==> src/rtl/t02_wb_arbiter.sv <==
`default_nettype none
// +------------------------------------------------------------------------+
// | Module      : t02_wb_arbiter                                           |
// | Description : Write-back arbiter and load scoreboard for the 32x32     |
// |               register file. Round-robin shares the single write port  |
// |               between ALU and load results, registers the granted      |
// |               write, tracks pending loads, forwards read data and      |
// |               raises a load-use hazard flag.                           |
// | Revision    : 1.0 - initial release                                    |
// +------------------------------------------------------------------------+
module t02_wb_arbiter (
   input  logic        clk,
   input  logic        nRST,
   // ALU write-back requester
   input  logic        alu_valid,
   output logic        alu_ready,
   input  logic [4:0]  alu_index,
   input  logic [31:0] alu_data,
   // Load write-back requester
   input  logic        mem_valid,
   output logic        mem_ready,
   input  logic [4:0]  mem_index,
   input  logic [31:0] mem_data,
   // Load issue (scoreboard reservation)
   input  logic        ld_issue,
   input  logic [4:0]  ld_issue_index,
   // Decode read ports
   input  logic [4:0]  read_index1,
   input  logic [4:0]  read_index2,
   input  logic [31:0] rf_read_data1,
   input  logic [31:0] rf_read_data2,
   output logic [31:0] read_data1,
   output logic [31:0] read_data2,
   output logic        hazard,
   // Register file write port
   output logic        reg_write,
   output logic [4:0]  write_index,
   output logic [31:0] write_data,
   // Scoreboard
   output logic [31:0] busy
);

   // Round-robin pointer: 0 prefers ALU, 1 prefers mem.
   logic        rr;
   logic        alu_elig;
   logic        mem_elig;
   logic        alu_xfer;
   logic        mem_xfer;
   logic [31:0] set_mask;
   logic [31:0] clr_mask;

   // Eligibility and grant; an ALU result waits behind an older pending load
   // to the same register so the write order stays correct.
   always_comb begin
      alu_elig  = alu_valid & ~busy[alu_index];
      mem_elig  = mem_valid;
      alu_ready = alu_elig & (~mem_elig | ~rr);
      mem_ready = mem_elig & (~alu_elig | rr);
      alu_xfer  = alu_ready;
      mem_xfer  = mem_ready;
   end

   // Scoreboard set/clear masks for this edge; register 0 is never reserved.
   always_comb begin
      set_mask = '0;
      clr_mask = '0;
      if (ld_issue && (ld_issue_index != 5'd0)) begin
         set_mask[ld_issue_index] = 1'b1;
      end
      if (mem_xfer) begin
         clr_mask[mem_index] = 1'b1;
      end
   end

   // Pointer flips to the other requester after every transfer.
   always_ff @(posedge clk or negedge nRST) begin
      if (!nRST) begin
         rr <= 1'b0;
      end else if (alu_xfer) begin
         rr <= 1'b1;
      end else if (mem_xfer) begin
         rr <= 1'b0;
      end
   end

   // Busy vector: a set on the same edge as a clear wins; bit 0 stays 0.
   always_ff @(posedge clk or negedge nRST) begin
      if (!nRST) begin
         busy <= '0;
      end else begin
         busy <= ((busy & ~clr_mask) | set_mask) & ~32'd1;
      end
   end

   // Output stage: one-cycle write pulse; index/data hold between writes.
   always_ff @(posedge clk or negedge nRST) begin
      if (!nRST) begin
         reg_write   <= 1'b0;
         write_index <= '0;
         write_data  <= '0;
      end else begin
         reg_write <= 1'b0;
         if (alu_xfer && (alu_index != 5'd0)) begin
            reg_write   <= 1'b1;
            write_index <= alu_index;
            write_data  <= alu_data;
         end else if (mem_xfer && (mem_index != 5'd0)) begin
            reg_write   <= 1'b1;
            write_index <= mem_index;
            write_data  <= mem_data;
         end
      end
   end

   // Read forwarding covers the cycle before the file has captured the write.
   always_comb begin
      if (reg_write && (write_index == read_index1) && (read_index1 != 5'd0)) begin
         read_data1 = write_data;
      end else if (read_index1 != 5'd0) begin
         read_data1 = rf_read_data1;
      end else begin
         read_data1 = '0;
      end

      if (reg_write && (write_index == read_index2) && (read_index2 != 5'd0)) begin
         read_data2 = write_data;
      end else if (read_index2 != 5'd0) begin
         read_data2 = rf_read_data2;
      end else begin
         read_data2 = '0;
      end

      hazard = (busy[read_index1] & (read_index1 != 5'd0)) |
               (busy[read_index2] & (read_index2 != 5'd0));
   end

endmodule
`default_nettype wire

==> config.mk <==
export PLATFORM = sky130hd
export DESIGN_NAME = t02_wb_arbiter
export DESIGN_NICKNAME = d
export VERILOG_FILES = /design/src/rtl/t02_wb_arbiter.sv
export SDC_FILE = /design/constraint.sdc
export NUM_CORES = 1
export LEC_CHECK = 0
export CAP_MARGIN = 20
export CORE_UTILIZATION = 35
export DETAILED_ROUTE_END_ITERATION = 12
export PLACE_DENSITY = 0.75
export SYNTH_ARGS = -nofsm -noshare
export SYNTH_HDL_FRONTEND = slang
export SYNTH_SLANG_ARGS = --single-unit
==> constraint.sdc <==
create_clock -name clk -period 4.7 [get_ports clk]
set_clock_uncertainty 0.15 [all_clocks]
set_input_delay 0.94 -clock clk [delete_from_list [all_inputs] [get_ports clk]]
set_output_delay 0.94 -clock clk [all_outputs]
set_load 0.01 [all_outputs]
==> results of run 1 <==
==> per-stage QoR <==
step,util [%],area [µm²]
floorplan,-,5150
global placement,58.8,8280
detailed placement,58.8,8280
CTS,61.1,8620
global route,61.2,8620
finish,61.2,8620
==> power by group <==
part / total (mW) / switching, mW / internal, mW
Sequential: 1.00 / 0.248 / 0.756
Clock: 0.754 / 0.271 / 0.483
Combinational: 1.25 / 0.520 / 0.731
Total: 3.01 / 1.04 / 1.97
==> synth_stat cells (all sizes together), types with 3 or more instances <==
| cell | instances | area, µm² |
|---|---|---|
| nand2 | 144 | 541 |
| o21ai | 132 | 661 |
| dfrtp | 70 | 1750 |
| nor2 | 41 | 154 |
| nand3 | 39 | 195 |
| clkbuf | 37 | 143 |
| a31oi | 34 | 213 |
| o31ai | 25 | 188 |
| mux4 | 23 | 518 |
| buf | 20 | 129 |
| nor2b | 10 | 62.6 |
| xnor2 | 10 | 87.6 |
| a21oi | 7 | 35.0 |
| o41ai | 7 | 61.3 |
| inv | 6 | 22.5 |
| nand2b | 6 | 37.5 |
| nor3 | 6 | 35.0 |
| nand4 | 4 | 25.0 |
| a21o | 3 | 22.5 |
| mux2i | 3 | 30.0 |
| nand3b | 3 | 22.5 |
==> placed cells by master (no fill, tap or decap), types with 23 or more instances in the layout <==
cell type	Yosys	final
nand2_1	144	144
buf_4	4	29
nand3_1	39	39
o31ai_1	25	25
dfrtp_1	70	70
clkdlybuf4s50_1	0	291
nor2_1	41	39
o21ai_0	122	122
a31oi_1	34	34
mux4_2	23	23
==> sequential cells by signal (all words and copies together), names as in the netlist <==
signal       flops
rr               1
reg_write        1
write_index      5
write_data      32
busy            31
==> worst max-delay path: cells and delay by family <==
family | cells | cell delay [ns]
buf+inv | 3 | 1.49
mux | 2 | 0.57
compound gates | 2 | 0.44
==> area by class of cell <==
cell class | instances | area (µm²)
tap | 180 | 225
clock inverter | 6 | 93.8
clock buffer | 10 | 239
fill | 1274 | 5470
inverter | 6 | 22.5
sequential | 70 | 1750
multi-input combinational | 521 | 3120
timing repair buffer | 322 | 3160
antenna | 2 | 5.00
==> per-layer routing <==
metal / up-vias / routed length, µm / global-route usage [%]
met2: 341 / 10900 / 47.6
met5: - / 0 / 0
met1: 2905 / 9320 / 38.5
met3: 26 / 1980 / 5.77
met4: 0 / 475 / 9.11
li1: 2929 / - / -
==> path summary, 6_finish.rpt <==
| check | start | end | cells after the start |
|---|---|---|---|
| setup / recovery | alu_index[2] | alu_ready | 7 |
| hold / removal | rr | rr | 1 |
| setup reg to reg | busy[14] | write_data[27] | 7 |
| hold reg to reg | rr | rr | 1 |
| max in group asynchronous | nRST | write_data[3] | 1 |
| min in group asynchronous | nRST | busy[13] | 1 |
==> cells by family (layout without fill, tap and decap cells) <==
family	after synthesis	after routing	synth area share, %
XOR/XNOR	10	10	1.70
multiplexers	27	27	10.9
other	1	3	0.0729
buffers and inverters	63	344	5.71
flip-flops	70	70	34.0
AND/OR/NAND/NOR	263	263	22.2
AO/OA/AOI/OAI	220	220	25.4
==> repair_timing <==
action                                  CTS  global route
gates resized for setup                   0             1
endpoints found under the setup margin    0             2
endpoints found under the hold margin     0             0
==> impl_metrics.yaml, run 1 <==
run_status:
  status: "completed"
routing:
  drt_iter0_drc: 484
  ant_nets: 0
  drt-wirelength-per-cell_um: 20.3
  routed_wl_um: 22700
  firstDrtPassIters: 5
  vias_per_cell: 5.55
  via_count: 6201
  drc: 0
yosys:
  syn_avg_cell_area_um2: 7.87
  synth_seq_cells: 70
  ys_types: 45
  synth_cells: 654
  yosysSeqAreaShare_pct: 34.0
  ys_warn_count: 0
  async_reset_ff_share_pct: 100
  synth_edf_count: 0
  syn-cell-area_um2: 5150
  synth_ff_type: "dfrtp_1"
  synth_fp_nets: 812
floorplan:
  num_rows: 43
  die_y_um: 123
  core_um2: 14100
  die_w_um: 123
  start_util_pct: 36.5
  die_area_um2: 15200
  io_pins: 295
place:
  pre_cts_ws_ns: 0.0639
  placedCellCount: 1099
  place_congestion: 0.932
  place_hpwl_um: 17000
  placement.io_buffers: 293
layout:
  synthToLayoutAreaGrowth_pct: 67.6
  nets: 1088
  post_route_cells_drive_above_1_share_pct: 8.56
  stdcell_count: 1117
sta:
  rsz0062_at_grt: "no"
  fmax_ghz: 0.220
  setup_violations: 0
  tightest_slew_ns: 0.923
  slew_violations: 0
  period_needed_ns: 4.55
  fin_setup_tns_ns: 0
  setup_ws_ns: 0.147
  max_slew_margin_pct: 38.5
  fin_crit_sh_pct: 96.9
  hold_ws_ns: 0.360
  hold_viol_final: 0
worst_setup_path:
  worst_setup_path_start_kind: "input pin"
  path_cells: "clkdlybuf4s50_1, mux4_2, mux2i_1, o22ai_2, o31ai_1, buf_4, clkdlybuf4s50_1"
  arrival_ns: 3.46
  required_ns: 3.61
  path_class: "input pin to primary output"
  slowest_stage: "clkdlybuf4s50_1"
  cp_max_fo: 10
  cpPeakStageDelay_ns: 0.77
  crit_path_end_kind: "primary output"
  cpMostUsedCell: "clkdlybuf4s50_1"
  reg2reg_slack_ns: 1.83
global_route:
  grt_pass1_wl_um: 32800
  grt_pass1_vias: 5614
  grt_max_degree: 71
  grt.overflow.total: 0
  antenna_found_initial: 1
  track_usage_pct: 29.0
power_and_ir_drop:
  total_power_mw: 3.01
  max-vdd-ir-drop_mv: 0.336
  p_leak_nw: 3.33
  p_per_area_nw_per_um2: 349
hold_path:
  hp-class: "register to register"
clocking:
  clkLatencyLatePin_ns: 0.33
  cts.htree.levels: 3
  clock-sinks: 70
  cts.clk_slew.worst_paths_ns: 0.06
  cts_tree: "done"
  cts_buffer_depth: 2
  cts_made_buffers: 9
  root_buffer: "clkbuf_16"
  cts_setup_buffers: 0
  ctsHoldBuffers: 0
job:
  cap_violations: 0
No activity file was read; power rests on OpenSTA's default activity.
==> run 2, diff against run 1 <==
- SLEW_MARGIN: default -> 10
==> results of run 2 <==
No change in the layout: final DEF, timing and power equal those of run 1.
==> run 3, diff against run 2 <==
- TNS_END_PERCENT: default -> 1
==> results of run 3 <==
No change in the layout: final DEF, timing and power equal those of run 1.
